## src/rtl/fact_pkg.sv

```systemverilog
// Shared constants for the factorial accelerator: register offsets,
// FSM state encoding, STATUS bit positions and the default operand limit.
package fact_pkg;

  // Register offsets, decoded from addr[3:2]
  localparam logic [1:0] OFS_N      = 2'd0;
  localparam logic [1:0] OFS_GO     = 2'd1;
  localparam logic [1:0] OFS_STATUS = 2'd2;
  localparam logic [1:0] OFS_RESULT = 2'd3;

  // FSM state encoding
  localparam logic [1:0] ST_IDLE = 2'd0;
  localparam logic [1:0] ST_BUSY = 2'd1;
  localparam logic [1:0] ST_DONE = 2'd2;

  // STATUS register bit positions
  localparam int DONE_BIT = 0;
  localparam int ERR_BIT  = 1;
  localparam int BUSY_BIT = 2;

  // Largest N whose factorial fits in 32 bits
  localparam int MAX_N_DEFAULT = 12;

endpackage

```

## src/rtl/fact_core.sv

```systemverilog
// Iterative factorial engine: FSM, operand down-counter and one
// DATA_W x N_W multiply per clock.
//
// Command protocol: start and clear are single-cycle pulses sampled on the
// rising clock edge; both are accepted only in IDLE or DONE and are
// dropped without effect while busy. done/err/result hold until the next
// accepted command.
module fact_core
  import fact_pkg::*;
#(
  parameter int DATA_W = 32,
  parameter int N_W    = 4,
  parameter int MAX_N  = MAX_N_DEFAULT
) (
  input  logic              clk,
  input  logic              rst,
  input  logic              start,
  input  logic              clear,
  input  logic [N_W-1:0]    n,
  output logic              busy,
  output logic              done,
  output logic              err,
  output logic [DATA_W-1:0] result,
  output logic [1:0]        state
);

  localparam logic [N_W-1:0] MAX_N_V = N_W'(MAX_N);

  logic [N_W-1:0] cnt;

  assign busy = (state == ST_BUSY);

  // The counter is loaded with max(N,1) and the loop multiplies down to a
  // factor of 1, finishing once it reaches 0. This places done at edge
  // max(N,1)+1 after the GO edge; the extra multiply by 1 is harmless.
  // Command handling, iteration and completion of the factorial loop
  always_ff @(posedge clk or posedge rst) begin
    if (rst) begin
      state  <= ST_IDLE;
      cnt    <= '0;
      result <= '0;
      done   <= 1'b0;
      err    <= 1'b0;
    end else begin
      case (state)
        ST_BUSY: begin
          if (cnt == '0) begin
            state <= ST_DONE;
            done  <= 1'b1;
          end else begin
            result <= result * DATA_W'(cnt);
            cnt    <= cnt - N_W'(1);
          end
        end
        default: begin
          if (start) begin
            if (n > MAX_N_V) begin
              state  <= ST_DONE;
              err    <= 1'b1;
              done   <= 1'b1;
              result <= '0;
            end else begin
              state  <= ST_BUSY;
              err    <= 1'b0;
              done   <= 1'b0;
              cnt    <= (n == '0) ? N_W'(1) : n;
              result <= DATA_W'(1);
            end
          end else if (clear) begin
            state <= ST_IDLE;
            done  <= 1'b0;
            err   <= 1'b0;
          end
        end
      endcase
    end
  end

endmodule

```

## src/rtl/fact_device.sv

```systemverilog
// Memory-mapped factorial accelerator: address decode, N register and the
// combinational read mux around fact_core. irq mirrors the done flag.
module fact_device
  import fact_pkg::*;
#(
  parameter int DATA_W = 32,
  parameter int N_W    = 4,
  parameter int MAX_N  = MAX_N_DEFAULT
) (
  input  logic              clk,
  input  logic              rst,
  input  logic              we,
  input  logic [31:0]       addr,
  input  logic [DATA_W-1:0] wdata,
  output logic [DATA_W-1:0] rdata,
  output logic              irq
);

  logic [1:0]        sel;
  logic [N_W-1:0]    n_reg;
  logic              start;
  logic              clear;
  logic              busy;
  logic              done;
  logic              err;
  logic [DATA_W-1:0] result;
  logic [DATA_W-1:0] status;
  logic [1:0]        dbg_state_unused;
  logic              addr_unused;

  // Only addr[3:2] selects a register; the rest is decoded upstream
  assign sel         = addr[3:2];
  assign addr_unused = ^{addr[31:4], addr[1:0], wdata[DATA_W-1:N_W]};

  assign start = we && (sel == OFS_GO) && wdata[0];
  assign clear = we && (sel == OFS_GO) && !wdata[0];
  assign irq   = done;

  // N register; writable at any time, the core latches its own copy at GO
  always_ff @(posedge clk or posedge rst) begin
    if (rst) begin
      n_reg <= '0;
    end else if (we && (sel == OFS_N)) begin
      n_reg <= wdata[N_W-1:0];
    end
  end

  fact_core #(
    .DATA_W (DATA_W),
    .N_W    (N_W),
    .MAX_N  (MAX_N)
  ) u_core (
    .clk    (clk),
    .rst    (rst),
    .start  (start),
    .clear  (clear),
    .n      (n_reg),
    .busy   (busy),
    .done   (done),
    .err    (err),
    .result (result),
    .state  (dbg_state_unused)
  );

  // STATUS word assembly
  always_comb begin
    status           = '0;
    status[DONE_BIT] = done;
    status[ERR_BIT]  = err;
    status[BUSY_BIT] = busy;
  end

  // Side-effect-free combinational read mux
  always_comb begin
    rdata = '0;
    case (sel)
      OFS_N:      rdata = DATA_W'(n_reg);
      OFS_GO:     rdata = DATA_W'(busy);
      OFS_STATUS: rdata = status;
      default:    rdata = result;
    endcase
  end

endmodule
```

## config.mk

```make
export PLATFORM = sky130hd
export DESIGN_NAME = fact_device
export DESIGN_NICKNAME = d
export VERILOG_FILES = /design/src/rtl/fact_pkg.sv /design/src/rtl/fact_core.sv /design/src/rtl/fact_device.sv
export SDC_FILE = /design/constraint.sdc
export NUM_CORES = 1
export LEC_CHECK = 0
export ABC_AREA = 1
export CAP_MARGIN = 20
export CORE_UTILIZATION = 55
export CTS_CLUSTER_DIAMETER = 60
export DETAILED_ROUTE_END_ITERATION = 7
export MAX_ROUTING_LAYER = met4
export PLACE_DENSITY = 0.86
export SLEW_MARGIN = 15
export SYNTH_ARGS = -nofsm -noshare
export SYNTH_HDL_FRONTEND = slang
export SYNTH_SLANG_ARGS = --single-unit
```

## constraint.sdc

```tcl
create_clock -name clk -period 4.1 [get_ports clk]
set_input_delay 0.615 -clock clk [delete_from_list [all_inputs] [get_ports clk]]
set_output_delay 0.615 -clock clk [all_outputs]
set_load 0.03 [all_outputs]
```

==> metrics.md <==
| Metric | Value |
|---|---|
| Slowest-stage cell, CP | dfrtp_1 |
| Post-synth EDFFs | 0 |
| Detail Placement HPWL | around 13,000 um |
| Die Wd | 112 um |
| Syn Area/Cell | between 6 and 7 um^2 |
| Status | finished, violations left |
| Post-Synth XOR/XNOR Area | 0.00264 |
| Total negative slack | 0 ns |
| Max cap viols | 0 |
| Total CTS buffers | 5 |
| Main combinational cell family by area after synthesis | simple AND/OR/NAND/NOR gates |
| CP arrival | about 4 ns |
| Critical Path Sink Type | flop |
| Nets | between 1,000 and 1,500 |
| Chip height | 112 um |
| Final worst-path cycle share | 0.939 |
| Sequential share of the synthesized area | 0.162 |
| Core area | approximately 0.012 mm^2 |
| Hold path depth | 2 |
| Simple-Gate Fraction of Synth Area | 0.314 |
| Reg2reg path depth | 19 |
| Antenna fix cells | 0 |
| Clock power share | 0.169 |
| FF-to-FF End | u_core.result[31] |
| Switching power | 1.68 mW |
| Clock Latency Late Sink | between 0.2 and 0.3 ns |
| Switching Fraction | 0.525 |
| #FFs+latches synth | 43 |
| # rows | 39 |
| Die Area | ~0.013 mm^2 |
| Placement-stage cell area | 0.00719 mm^2 |
| Hold buffers post-CTS | 0 |
| Most frequent cell after synthesis | nand2_1 |
| H-Tree Depth | 2 |
| Crit path top cell by count | nand2_1 |
| Crit path setup slack, layout | roughly 0.25 ns |
| CP max FO | 15 |
| Number of vias per cell | 5.05 |
| RSZ-0062 raised after global routing | false |
| Crit path launch type | flop |
| Cell taking the most area after synthesis | nand2_1 |
| Global-route wire length before repair | ~28,000 um |
| Slew Limit Fails | 0 |
| Hold Crit Class | reg2reg |
| Worst Path Required | 4.28 ns |
| PD cells | around 430 mW/mm^2 |
| Failing checks | DRC |
| Worst-margin pin slew | approximately 0.93 ns |
| Vias in the first global route | ~6,400 |
| Final non-filler cell area | about 0.0074 mm^2 |
| Tmin final | roughly 3.9 ns |
| CP Cell Sequence | buf_4, nand2_1, inv_1, fa_1, inv_1, fa_1, inv_1, ha_1, nand2_1, nor2_1, nand2_1, nand3_1, nand2_1, nand2_2, nand2_1, nand2_1, nand2_1, nand3_1, nand2_1 |
| Area grow syn2layout | 11.1% |
| Synth Cell Area | around 0.0066 mm^2 |
| Peak VDD IR | 0.000319 V |
| Vias | between 6,000 and 7,000 |
| Comb pwr share | 0.571 |
| GP Congestion | 0.949 |
| Mux contribution to synthesized area | 0.00169 |
| Register-to-register setup slack | ~0.25 ns |
| Slew margin rel. | 0.377 |
| Antenna violations before repair | 0 |
| Initial Util | 0.572 |
| Drt first pass iters | 7 |
| Crit. Startpoint | u_core.cnt[1] |
| Largest cells by area after synthesis | nand2_1 (20%), inv_1 (19%), fa_1 (17%), dfrtp_1 (16%), ha_1 (6.2%) |
| CTS Sinks | 43 |
| Hold_sp | u_core.err |
| Buf+Inv Stages, Crit Path | 4 |
| DP Worst Slack | 0.370 ns |
| Initial DRC Count | 509 |
| Count of different cell masters after synthesis | 39 |
| CTS tree | built |
| Adder-cell share of the synthesized area | 0.234 |
| Ports | 100 |
| WL final | approximately 16,000 um |
| Primary FF master, synth | dfrtp_1 |
| Fmax | approximately 260 MHz |
| Placed Cells | around 1,300 |
| Synthesized net count | around 1,300 |
| Largest net degree at the start of global routing | 44 |
| Clock slew at reported path FFs | roughly 0.07 ns |
| Post-cts resize count | 0 |
| WS Path Type | reg2reg |
| Final Instance Count excl. Fillers | between 1,000 and 1,500 |
| Reg2reg start | u_core.cnt[1] |
| GR Overflow Total | 0 |
| Pwr Total | around 3.2 mW |
| Post CTS Setup Buffer Count | 0 |
| Worst Hold End | u_core.err |
| Gr usage total | 0.287 |
| Post-synthesis compound-gate area fraction | 0.0796 |
| Fin Clk Skew | ~0.0026 ns |
| Syn Inst Count | 1,103 |
| Asr flop ratio synth | 1.00 |
| CP max stage delay | between 0.6 and 0.7 ns |
| DR WL/cell | 12.8 um |
| Leakage | approximately 4.7 nW |
| Int Pwr | between 1.5 and 2 mW |
| Layout cell share with drive strength beyond 1 | 0.0290 |
| Top cells by count, synth | nand2_1 (361), inv_1 (336), nor2_1 (71) |
| Final Hold Vio Count | 0 |
| Antenna viol nets, final | 0 |
| Count of final setup violators | 0 |
| Sequential share of power | 0.260 |
| Ys Warns | 0 |
| Number of remaining DRC errors | 2 |
| Top delay family on crit path | adder cells |
| Max reg flops | 32 |
| Synth top area share | 0.204 |
| Clock tree buffer depth | 2 |
| PortBufs | roughly 40 |
| Root Driver | clkbuf_16 |
## per-layer routing
layer | track usage | share of wire | vias to the layer above
li1 | - | - | 3254
met1 | 0.360 | 0.45 | 2980
met2 | 0.498 | 0.48 | 195
met3 | 0.0250 | 0.048 | 38
met4 | 0.0738 | 0.020 | 0
met5 | - | 0 | -
## area by class of cell
type | count | area (um^2)
clock inverter | 3 | 67.6
sequential | 43 | 1080
fill | 1097 | 4230
tap | 143 | 179
inverter | 340 | 1280
timing repair buffer | 48 | 463
clock buffer | 5 | 125
multi-input combinational | 698 | 4200
## cell families (layout without fill, tap and decap cells)
logic type      Yosys count  count (layout)
xor+xnor                  2               2
mux                       1               1
fa+ha+maj                90              90
flops                    43              43
simple gates            510             510
buf+inv                 362             396
compound gates           95              95
## worst max path at each step
stage / cells after the start / to / slack (ns)
global placement: 16 / u_core.result[29] / 0.42
finish: 19 / u_core.result[31] / 0.25
global route: 17 / u_core.result[21] / 0.05
CTS: 16 / u_core.result[28] / 0.35
detailed placement: 18 / u_core.result[29] / 0.37
floorplan: 17 / u_core.result[26] / 0.65
## worst min-delay path: stages (launching register included)
cell and delay [ns]:
dfrtp_1 0.35, o21ai_0 0.08, nand2_1 0.06
## stage by stage
stage | util | hold slack [ns]
2_1_floorplan | - | 0.471
3_3_place_gp | 0.619 | 0.511
3_5_place_dp | 0.619 | 0.514
4_1_cts | 0.636 | 0.530
5_1_grt | 0.636 | 0.565
6_report | 0.636 | 0.528
## placed cells by master (no fill, tap or decap), types with 21 or more instances in the layout
cell type and instances:
inv_1 335, nand2_1 361, nor2_1 71, dfrtp_1 43
clkdlybuf4s50_1 41, o21ai_0 22, a21oi_1 33, ha_1 33
fa_1 57, o21ai_1 21, nand3_1 51
## power groups by stage
stage	logic (mW)	clock network, mW	registers [mW]
2_1_floorplan	1.44	0	0.692
3_3_place_gp	1.73	0	0.831
3_5_place_dp	1.80	0	0.834
4_1_cts	1.83	0.545	0.825
5_1_grt	2.08	0.564	0.859
6_report	1.83	0.541	0.835
No activity file was read; power rests on OpenSTA's default activity.
